==> src/rtl/led_shift_rx.sv <==
// led_shift_rx: receiver for the serial LED shift interface.
// It synchronizes the four serial lines into the clk domain and assembles
// MSB-first frames. A frame of exactly WIDTH bits is presented on LED_q when
// LED_PEN rises. Any other length is rejected with a frame_err pulse.
module led_shift_rx #(
    parameter int WIDTH       = 16,
    parameter int SYNC_STAGES = 2
) (
    input  logic                          clk,
    input  logic                          RSTN,
    input  logic                          led_clk,
    input  logic                          led_sout,
    input  logic                          led_clrn,
    input  logic                          LED_PEN,
    output logic [WIDTH-1:0]              LED_q,
    output logic                          frame_valid,
    output logic                          frame_err,
    output logic [$clog2(WIDTH+2)-1:0]    bit_cnt,
    output logic                          busy
);

    localparam int CW = $clog2(WIDTH + 2);
    localparam logic [CW-1:0] CNT_IDLE = '0;
    localparam logic [CW-1:0] CNT_FULL = CW'(WIDTH);
    localparam logic [CW-1:0] CNT_OVER = CW'(WIDTH + 1);

    // Line positions inside the packed synchronizer vectors.
    localparam int L_CLK  = 0;
    localparam int L_SOUT = 1;
    localparam int L_CLRN = 2;
    localparam int L_PEN  = 3;
    localparam int NL     = 4;

    logic [NL-1:0]    pins;
    logic [NL-1:0]    line_s;        // synchronized lines
    logic [NL-1:0]    prev_reg;      // one cycle behind line_s, for edge detection
    logic             clk_rise_reg;  // registered led_clk rising edge
    logic             pen_rise_reg;  // registered LED_PEN rising edge
    logic [WIDTH-1:0] shreg_reg;

    assign pins = {LED_PEN, led_clrn, led_sout, led_clk};

    genvar gi;
    generate
        for (gi = 0; gi < NL; gi++) begin : g_sync
            logic [SYNC_STAGES-1:0] chain_reg;

            // Multi-flop synchronizer for one asynchronous line, cleared to 0 on reset.
            always_ff @(posedge clk or negedge RSTN) begin
                if (!RSTN) begin
                    chain_reg <= '0;
                end else begin
                    chain_reg <= {chain_reg[SYNC_STAGES-2:0], pins[gi]};
                end
            end

            assign line_s[gi] = chain_reg[SYNC_STAGES-1];
        end
    endgenerate

    // The edge-detect history and the registered rising-edge flags.
    // led_sout and led_clrn are consumed from prev_reg, so they arrive
    // together with the registered edges of led_clk and LED_PEN.
    always_ff @(posedge clk or negedge RSTN) begin
        if (!RSTN) begin
            prev_reg     <= '0;
            clk_rise_reg <= 1'b0;
            pen_rise_reg <= 1'b0;
        end else begin
            prev_reg     <= line_s;
            clk_rise_reg <= line_s[L_CLK] & ~prev_reg[L_CLK];
            pen_rise_reg <= line_s[L_PEN] & ~prev_reg[L_PEN];
        end
    end

    // Frame state machine. The counter value is the state: 0 means IDLE,
    // below WIDTH means SHIFT, WIDTH means FULL, WIDTH+1 means OVER.
    // Priority is clear, then simultaneous edges, then latch, then shift.
    always_ff @(posedge clk or negedge RSTN) begin
        if (!RSTN) begin
            shreg_reg   <= '0;
            bit_cnt     <= CNT_IDLE;
            LED_q       <= '0;
            frame_valid <= 1'b0;
            frame_err   <= 1'b0;
        end else begin
            frame_valid <= 1'b0;
            frame_err   <= 1'b0;
            if (!prev_reg[L_CLRN]) begin
                shreg_reg <= '0;
                bit_cnt   <= CNT_IDLE;
            end else if (pen_rise_reg && clk_rise_reg) begin
                // Both edges in the same cycle: the bit cannot be placed, so drop the frame.
                frame_err <= 1'b1;
                shreg_reg <= '0;
                bit_cnt   <= CNT_IDLE;
            end else if (pen_rise_reg) begin
                if (bit_cnt == CNT_FULL) begin
                    LED_q       <= shreg_reg;
                    frame_valid <= 1'b1;
                end else begin
                    frame_err <= 1'b1;
                    shreg_reg <= '0;
                end
                bit_cnt <= CNT_IDLE;
            end else if (clk_rise_reg) begin
                shreg_reg <= {shreg_reg[WIDTH-2:0], prev_reg[L_SOUT]};
                if (bit_cnt != CNT_OVER) begin
                    bit_cnt <= bit_cnt + 1'b1;
                end
            end
        end
    end

    assign busy = (bit_cnt != CNT_IDLE);

endmodule

==> config.mk <==
export PLATFORM = sky130hd
export DESIGN_NAME = led_shift_rx
export DESIGN_NICKNAME = d
export VERILOG_FILES = /design/src/rtl/led_shift_rx.sv
export SDC_FILE = /design/constraint.sdc
export NUM_CORES = 1
export LEC_CHECK = 0
export BUFFER_PORTS_ARGS = -buffer_cell sky130_fd_sc_hd__buf_2
export CAP_MARGIN = 5
export CORE_AREA = 2 2 83 85
export CTS_CLUSTER_DIAMETER = 50
export DETAILED_ROUTE_END_ITERATION = 10
export DIE_AREA = 0 0 85 87
export GPL_TIMING_DRIVEN = 0
export SLEW_MARGIN = 5
export SYNTH_ARGS = -nofsm -noshare
export SYNTH_HDL_FRONTEND = slang
export SYNTH_SLANG_ARGS = --single-unit
==> constraint.sdc <==
create_clock -name clk -period 2.2 [get_ports clk]
set_input_delay 0.66 -clock clk [delete_from_list [all_inputs] [get_ports clk]]
set_output_delay 0.66 -clock clk [all_outputs]
set_load 0.02 [all_outputs]
==> impl_metrics.json, run 1 <==
{
  "routed_wl_um": 3780,
  "power.density_nw_per_um2": 631,
  "dpl.cell_count": 269,
  "syn-mean-instance-area_um2": 13.8,
  "final_layout_size_suffix_gt1_frac": 0.371,
  "grt_max_degree": 54,
  "coreArea_um2": 6570,
  "r2r_start": "bit_cnt[0]$_DFFE_PN0P_",
  "finalNonFillerCells": 282,
  "max_freq_mhz": 467,
  "power.total_mw": 1.65,
  "fillerInstances": 625,
  "status": "finished clean",
  "via_count": 1368,
  "yosys.area.top_type": "dfrtp_1",
  "crit_buf_inv": 3,
  "clock_skew_ns": 0.00436,
  "met2_length_um": 1710,
  "timing.final.max_slew_violations": 0,
  "row_count": 30,
  "finalSetupTns_ns": 0,
  "yosysUniqueCellTypes": 27,
  "worstSetupPathType": "register to output port",
  "antenna_found_initial": 0,
  "first_pass_iters": 4,
  "avgViaCountPerCell": 4.85,
  "ys.warnings.count": 0,
  "dieArea_um2": 7400,
  "drtIter0Drc": 94,
  "wl_per_cell_um": 13.4,
  "synthCells": 160,
  "path_clk_slew_ns": 0.10,
  "io_pins": 30,
  "critPathLaunch": "bit_cnt[0]$_DFFE_PN0P_",
  "start_util": 0.335,
  "synth-edff-count": 0,
  "hpwl_um": 2450,
  "ys_top_cells_by_area": "dfrtp_1 (60%), mux2_2 (12%), a32oi_1 (6.4%)",
  "critPathSlowestCell": "dfrtp_2",
  "peakVddDrop_uv": 435,
  "tritoncts": "done",
  "cts_htree_levels": 2,
  "final_nets": 210,
  "crit_chain": "inv_2, ha_4, nor3b_4, clkbuf_8, nand2b_4, buf_6",
  "cts_inserted_buffers": 5,
  "hold_class": "register to register",
  "cts.sink_count": 53,
  "slew_headroom": 0.240,
  "grt_pass1_wl_um": 6530,
  "synth_top_area_frac": 0.602,
  "setup_viol": 0,
  "period_minus_slack_ns": 2.14,
  "hold_violations": 0,
  "crit_fanout": 2,
  "die_y_um": 87,
  "worstHoldStart": "g_sync[1].chain_reg[0]$_DFF_PN0_",
  "dr.max_layer_used": "met4",
  "first_global_vias": 1362,
  "m1WireLength_um": 1830,
  "clk_latency_ns": 0.31,
  "async_reset_ff_frac": 1.00,
  "remaining_drc_errors": 0,
  "max_cap_viol_count": 0,
  "holdWs_ns": 0.357,
  "period_share": 0.972,
  "cp.required_ns": 1.54,
  "cp_top_family": "flip-flops",
  "syn-cell-area_um2": 2200,
  "num_antenna_cells": 0,
  "cts-hold-fix-buffers": 0,
  "arrival_ns": 1.48,
  "ys_ff_latch": 53,
  "wl_met3_um": 174,
  "place.port_buffers": 29,
  "synth_ff_type": "dfrtp_1",
  "antenna_left": 0,
  "overflow": 0,
  "syn2layout_area_growth_pct": 18.9,
  "gp_congestion": 0.790,
  "worstMarginPinSlew_ns": 1.14,
  "die_w_um": 85,
  "grtUsageTotal": 0.112,
  "cp-start-kind": "register",
  "worstSetupEndpointType": "output port",
  "critPathMaxStageDelay_ns": 0.42,
  "clock_path_buffers": 2,
  "syn_nets": 169,
  "root_buffer": "clkbuf_8",
  "p_leak_nw": 1.26,
  "ys_seq_area_frac": 0.602
}
==> final timing paths <==
kind	end	slack, ns	cells after the start
worst min register to register	g_sync[1].chain_reg[1]$_DFF_PN0_	0.36	0
worst max register to register	LED_q[1]$_DFFE_PN0P_	0.21	8
max in group asynchronous	bit_cnt[0]$_DFFE_PN0P_	0.86	1
worst max-delay path	busy	0.06	6
worst min-delay path	g_sync[1].chain_reg[1]$_DFF_PN0_	0.36	0
min in group asynchronous	LED_q[12]$_DFFE_PN0P_	0.55	1
==> layer usage <==
layer	vias to the layer above	GRT usage
met5	-	0
met1	671	0.149
met3	7	0.0303
met4	0	0.0476
met2	28	0.173
li1	662	-
==> metrics by stage <==
step / util / instance area [µm²] / setup WS (ns)
floorplan: - / 2200 / 0.0311
global placement: 0.373 / 2450 / -0.297
detailed placement: 0.373 / 2450 / -0.285
CTS: 0.397 / 2610 / 0.0140
global route: 0.398 / 2620 / -0.00483
finish: 0.398 / 2620 / 0.0607
==> kinds of logic (layout without fill, tap and decap cells) <==
kind of cell | Yosys count | in the layout | synth area share
compound gates | 23 | 23 | 0.0818
xor+xnor | 2 | 2 | 0.00796
fa+ha+maj | 3 | 3 | 0.0170
buf+inv | 14 | 56 | 0.0312
flops | 53 | 53 | 0.602
mux | 32 | 32 | 0.164
simple gates | 33 | 33 | 0.0960
==> cell usage in the layout, fill, tap and decap left out, types with 3 or more instances in the layout <==
| cell | count |
|---|---|
| a21oi_1 | 4 |
| a32oi_1 | 16 |
| buf_2 | 29 |
| buf_4 | 6 |
| clkbuf_1 | 3 |
| clkbuf_8 | 6 |
| dfrtp_1 | 52 |
| mux2_1 | 9 |
| mux2_2 | 23 |
| nand2_1 | 4 |
| nor2b_1 | 19 |
==> cell usage after synthesis, types with 2 or more instances <==
library cell / n
dfrtp_1: 53
mux2_2: 23
nor2b_1: 19
a32oi_1: 16
mux2_1: 9
a21oi_1: 4
clkbuf_1: 4
inv_1: 4
nand2_1: 4
ha_1: 3
buf_1: 2
nand4_1: 2
nor2_1: 2
o21ai_0: 2
==> layout make-up <==
| cell class | instances | area, µm² | share of cell area |
|---|---|---|---|
| Tap cell | 80 | 100 | 0.0382 |
| Inverter | 5 | 18.8 | 0.00717 |
| Sequential cell | 53 | 1330 | 0.507 |
| Buffer | 9 | 60.1 | 0.0229 |
| Clock buffer | 5 | 68.8 | 0.0263 |
| Multi-Input combinational cell | 93 | 827 | 0.316 |
| Clock inverter | 3 | 26.3 | 0.0100 |
| Timing Repair Buffer | 34 | 189 | 0.0722 |
==> repair_timing <==
item                       CTS  global route
setup endpoints to repair    1             1
buffers inserted             5             0
resized for setup            7             4
==> power by group <==
part | switching, mW | internal (mW)
Sequential | 0.00812 | 0.989
Combinational | 0.0556 | 0.0333
Clock | 0.334 | 0.232
No activity file was read; power rests on OpenSTA's default activity.
==> run 2, diff against run 1 <==
==> constraint.sdc (replaced) <==
create_clock -name clk -period 2.2 [get_ports clk]
set_input_delay 0.44 -clock clk [delete_from_list [all_inputs] [get_ports clk]]
set_output_delay 0.44 -clock clk [all_outputs]
set_load 0.02 [all_outputs]
==> run 2 against run 1 <==
  * Routed wire length is 0.40% higher
  * Global-route usage hardly changed
  * Via count is 1.2% lower
  * Largest power group unchanged
  * Highest routed layer unchanged
==> impl_metrics.json, run 2 (synthesis gave the netlist of run 1 again) <==
{
  "wl_per_cell_um": 13.7,
  "hold_depth": 1,
  "place.port_buffers": 29,
  "p_sw_mw": 0.397,
  "grt_pass1_wl_um": 6510,
  "grtUsageTotal": 0.111,
  "hold_violations": 0,
  "power.density_nw_per_um2": 644,
  "dpl.cell_count": 269,
  "arrival_ns": 1.63,
  "worstSetupEndpointType": "output port",
  "worstSetupPathType": "register to output port",
  "critPathMaxStageDelay_ns": 0.43,
  "start_util": 0.335,
  "routed_wl_um": 3800,
  "worstHoldStart": "led_clk",
  "worstHoldEndpoint": "g_sync[0].chain_reg[0]$_DFF_PN0_",
  "period_share": 0.942,
  "peakVddDrop_uv": 440,
  "multi_input_area_um2": 807,
  "power_frac_seq": 0.607,
  "period_minus_slack_ns": 2.07,
  "die_w_um": 85,
  "first_pass_iters": 4,
  "drtIter0Drc": 129,
  "r2r_start": "bit_cnt[1]$_DFFE_PN0P_",
  "root_buffer": "clkbuf_8",
  "rsz0062_at_grt": "no",
  "coreArea_um2": 6570,
  "cp-start-kind": "register",
  "cp.required_ns": 1.76,
  "tritoncts": "done",
  "final_cell_mix": "dfrtp_1 (52), buf_2 (30), mux2_2 (23)",
  "setup_viol": 0,
  "avgViaCountPerCell": 4.86,
  "final_nets": 206,
  "clk_latency_ns": 0.31,
  "layout_setup_ws_ns": 0.127,
  "fillerInstances": 625,
  "hpwl_um": 2450,
  "die_y_um": 87,
  "cts.sink_count": 53,
  "remaining_drc_errors": 0,
  "post-place-ws_ns": -0.0649,
  "max_cap_viol_count": 0,
  "clock_skew_ns": 0.00321,
  "timing.final.max_slew_violations": 0,
  "r2r_slack_ns": 0.16,
  "finalNonFillerCells": 278,
  "status": "finished clean",
  "cts_htree_levels": 2,
  "holdWs_ns": 0.226,
  "p_clk_frac": 0.345,
  "crit_chain": "inv_1, ha_1, nor3b_4, buf_4, nand2b_1, buf_2",
  "slew_headroom": 0.240,
  "r2r_end": "LED_q[1]$_DFFE_PN0P_",
  "antenna_found_initial": 0,
  "dieArea_um2": 7400,
  "via_count": 1351,
  "p_leak_nw": 1.24,
  "first_global_vias": 1345,
  "final_layout_size_suffix_gt1_frac": 0.338,
  "syn2layout_area_growth_pct": 16.0,
  "power.total_mw": 1.64,
  "critPathSlowestCell": "dfrtp_1",
  "gp_congestion": 0.790,
  "ff2ff_path_depth": 8,
  "max_freq_mhz": 482,
  "grt_max_degree": 54,
  "antenna_left": 0,
  "finalSetupTns_ns": 0,
  "path_clk_slew_ns": 0.10,
  "p_int_mw": 1.25,
  "crit_buf_inv": 3,
  "io_pins": 30,
  "cp_top_family": "buffers and inverters",
  "clock_path_buffers": 2,
  "combinationalPowerShare": 0.048,
  "cts_inserted_buffers": 5,
  "num_antenna_cells": 0,
  "regArea_um2": 1330,
  "overflow": 0,
  "row_count": 30,
  "layout_commonest_cell": "dfrtp_1",
  "worstMarginPinSlew_ns": 1.14,
  "crit_fanout": 10,
  "hold_class": "primary input to register",
  "p_sw_frac": 0.241
}
run 2: how the worst max path moves through the flow:
stage,end,depth (start not counted),start,slack [ns]
floorplan,busy,5,bit_cnt[0]$_DFFE_PN0P_,0.25
global placement,busy,6,bit_cnt[0]$_DFFE_PN0P_,-0.08
detailed placement,busy,6,bit_cnt[0]$_DFFE_PN0P_,-0.06
CTS,busy,6,bit_cnt[0]$_DFFE_PN0P_,0.03
global route,busy,6,bit_cnt[0]$_DFFE_PN0P_,0.01
finish,busy,6,bit_cnt[1]$_DFFE_PN0P_,0.13
run 2: per-layer routing:
layer	vias to the layer above	part of all wire	GRT usage
met5	-	0	0
met4	0	0.017	0.0476
met3	7	0.040	0.0303
met2	23	0.46	0.171
met1	670	0.48	0.149
li1	651	-	-
run 2: per-stage QoR:
step | area, µm² | util
2_1_floorplan | 2200 | -
3_3_place_gp | 2450 | 0.373
3_5_place_dp | 2450 | 0.373
4_1_cts | 2550 | 0.389
5_1_grt | 2550 | 0.389
6_report | 2550 | 0.389
run 2: cell type report:
| type | count | share of cell area |
|---|---|---|
| Buffer | 9 | 0.0211 |
| Clock buffer | 5 | 0.0269 |
| Sequential cell | 53 | 0.520 |
| Inverter | 5 | 0.00735 |
| Multi-Input combinational cell | 93 | 0.316 |
| Tap cell | 80 | 0.0392 |
| Timing Repair Buffer | 30 | 0.0597 |
| Clock inverter | 3 | 0.0103 |
run 2: worst reg2reg max path, delay by kind of cell, from the launching register on:
kind                     cells  cell delay, ns
AND/OR/NAND/NOR              2            0.40
flip-flops                   1            0.43
multiplexers                 1            0.33
adder cells (fa/ha/maj)      1            0.14
buffers and inverters        4            0.64
run 2: power by group through the flow:
stage          combinational (mW)  clock (mW)  sequential (mW)
5_1_grt                    0.0884       0.622             1.00
3_3_place_gp               0.0781           0             1.02
6_report                   0.0784       0.568            0.998
2_1_floorplan              0.0383           0             1.02
3_5_place_dp               0.0782           0             1.02
4_1_cts                    0.0810       0.593            0.998
run 2: repair_timing:
action / CTS / global route
endpoints found under the setup margin: 1 / 9
gates resized for setup: 2 / 2
buffers inserted: 1 / 0
cloned: 0 / 0
hold buffers: 0 / 0
==> run 3, diff against run 2 <==
Settings changed: ABC_AREA set to 1, CORE_AREA 2 2 83 85 to 2 2 82 84, DIE_AREA 0 0 85 87 to 0 0 84 86.
==> run 3 against run 2 <==
  * Synthesized cell count increased by 34%
  * Core utilization rose by 0.85 points
  * Clock-buffer cell count increased by 1
  * Register-to-register slack gained 0.47 ns
  * Routed wire length up 3.0%
  * Global-route usage rose by 0.58 points
  * Power rose by 9.9%
  * Flip-flop and latch count unchanged
  * Largest cell class unchanged
  * Clock skew rose by 0.0089 ns
  * Clock power rose by 20%
  * First-iteration DRC count is 19% lower
  * Critical path type unchanged
==> impl_metrics.json, run 3 <==
{
  "status": "finished clean",
  "grt_pass1_wl_um": 6830,
  "tritoncts": "done",
  "grt_max_degree": 54,
  "grtUsageTotal": 0.117,
  "period_share": 0.866,
  "hold_violations": 0,
  "setup_viol": 0,
  "root_buffer": "clkbuf_8",
  "coreArea_um2": 6280,
  "ys_top_cells_by_count": "nand2_1 (88), dfrtp_1 (53), nand4_1 (20)",
  "power_frac_seq": 0.557,
  "worstSetupEndpointType": "output port",
  "place.port_buffers": 29,
  "ff2ff_path_depth": 9,
  "timing.final.max_slew_violations": 0,
  "arrival_ns": 1.47,
  "syn-mean-instance-area_um2": 9.91,
  "cp.required_ns": 1.76,
  "crit_chain": "inv_1, ha_1, nand2_1, clkinv_2, nand2_1, buf_2",
  "synth_most_common_cell": "nand2_1",
  "antenna_found_initial": 0,
  "period_minus_slack_ns": 1.91,
  "power.density_nw_per_um2": 725,
  "p_sw_frac": 0.228,
  "cts-hold-fix-buffers": 0,
  "max_cap_viol_count": 0,
  "cp-start-kind": "register",
  "combinationalPowerShare": 0.068,
  "dieArea_um2": 7220,
  "dpl.cell_count": 321,
  "ys_ff_latch": 53,
  "yosys.area.top_type": "dfrtp_1",
  "clock_path_buffers": 2,
  "overflow": 0,
  "p_clk_frac": 0.376,
  "holdWs_ns": 0.159,
  "clock_skew_ns": 0.0122,
  "crit_fanout": 7,
  "gp_congestion": 0.755,
  "cts.sink_count": 53,
  "synth-edff-count": 0,
  "critPathMaxStageDelay_ns": 0.48,
  "start_util": 0.339,
  "slew_headroom": 0.566,
  "p_int_mw": 1.40,
  "p_leak_nw": 1.39,
  "hpwl_um": 2560,
  "layout_commonest_cell": "nand2_1",
  "worstSetupPathType": "register to output port",
  "via_count": 1464,
  "io_pins": 30,
  "synth_top_area_frac": 0.622,
  "die_w_um": 84,
  "cts_inserted_buffers": 5,
  "peakVddDrop_uv": 309,
  "first_global_vias": 1433,
  "path_clk_slew_ns": 0.10,
  "syn-cell-area_um2": 2130,
  "syn_nets": 224,
  "finalSetupTns_ns": 0,
  "clk_latency_ns": 0.31,
  "p_sw_mw": 0.412,
  "drtIter0Drc": 104,
  "final_cell_mix": "nand2_1 (88), dfrtp_1 (53), buf_2 (30)",
  "rsz0062_at_grt": "no",
  "crit_top_cell": "nand2_1",
  "worstMarginPinSlew_ns": 0.651,
  "cts_resized": 0,
  "cts_setup_buffers": 0,
  "final_layout_size_suffix_gt1_frac": 0.254,
  "cts_htree_levels": 2,
  "synthCells": 215,
  "async_reset_ff_frac": 1.00,
  "hold_class": "primary input to async pin",
  "ys_top_cells_by_area": "dfrtp_1 (62%), nand2_1 (16%), nand4_1 (5.9%)",
  "final_nets": 260,
  "num_antenna_cells": 0,
  "remaining_drc_errors": 0,
  "critPathSlowestCell": "dfrtp_1",
  "yosysUniqueCellTypes": 25,
  "die_y_um": 86,
  "syn2layout_area_growth_pct": 17.1,
  "row_count": 29,
  "ys_seq_area_frac": 0.622,
  "wl_per_cell_um": 11.9,
  "avgViaCountPerCell": 4.45,
  "max_freq_mhz": 525,
  "first_pass_iters": 4,
  "finalNonFillerCells": 329,
  "routed_wl_um": 3910,
  "ys.warnings.count": 0,
  "synth_ff_type": "dfrtp_1",
  "antenna_left": 0
}
==> run 3: logic make-up after synthesis <==
group,after synthesis,synth area share
AOI/OAI and AO/OA,5,0.0170
adders and majority gates,3,0.0176
buffers and inverters,22,0.0558
DFF,53,0.622
and+or+nand+nor,132,0.287
==> run 3: cell type report <==
| cell class | count | area, µm² |
|---|---|---|
| clock buffer | 6 | 82.6 |
| timing repair buffer | 29 | 148 |
| tap | 77 | 96.3 |
| fill | 629 | 3780 |
| clock inverter | 2 | 37.5 |
| multi-input combinational | 140 | 686 |
| inverter | 13 | 52.6 |
| buffer | 9 | 66.3 |
| sequential | 53 | 1330 |
==> run 3: final timing paths <==
path                                                   from                          endpoint  slack (ns)
max                                  bit_cnt[0]$_DFFE_PN0P_                              busy        0.29
min                                                    RSTN  g_sync[3].chain_reg[0]$_DFF_PN0_        0.16
max reg2reg                          bit_cnt[0]$_DFFE_PN0P_          shreg_reg[9]$_DFFE_PN0P_        0.63
min reg2reg                g_sync[1].chain_reg[1]$_DFF_PN0_             prev_reg[1]$_DFF_PN0_        0.35
max in group asynchronous                              RSTN             LED_q[14]$_DFFE_PN0P_        1.61
min in group clk                                    led_clk  g_sync[0].chain_reg[0]$_DFF_PN0_        0.24
==> run 3: routing by layer <==
layer	track usage	up-vias	routed length, µm
li1	-	753	-
met2	0.187	33	1790
met4	0.0440	0	59
met3	0.0279	4	165
met5	0	-	0
met1	0.157	674	1900
==> run 3: worst max-delay path: cells and delay by family (launching register included) <==
family                   cells  cell delay, ns
buffers and inverters        3            0.33
adder cells (fa/ha/maj)      1            0.20
AND/OR/NAND/NOR              2            0.14
flip-flops                   1            0.48
==> run 3: power groups by stage <==
stage	clock (mW)	combinational, mW	sequential, mW
after floorplan	0	0.0688	1.03
after global placement	0	0.121	1.03
after detailed placement	0	0.125	1.03
after CTS	0.711	0.124	1.01
after global routing	0.747	0.138	1.01
final	0.680	0.122	1.01
==> run 3: per-stage QoR <==
step	worst slack [ns]	total power [mW]	util	instance area, µm²
2_1_floorplan	0.646	1.10	-	2130
3_5_place_dp	0.643	1.15	0.378	2370
6_report	0.295	1.81	0.397	2490
4_1_cts	0.286	1.84	0.397	2490
5_1_grt	0.203	1.89	0.397	2490
3_3_place_gp	0.635	1.15	0.378	2370
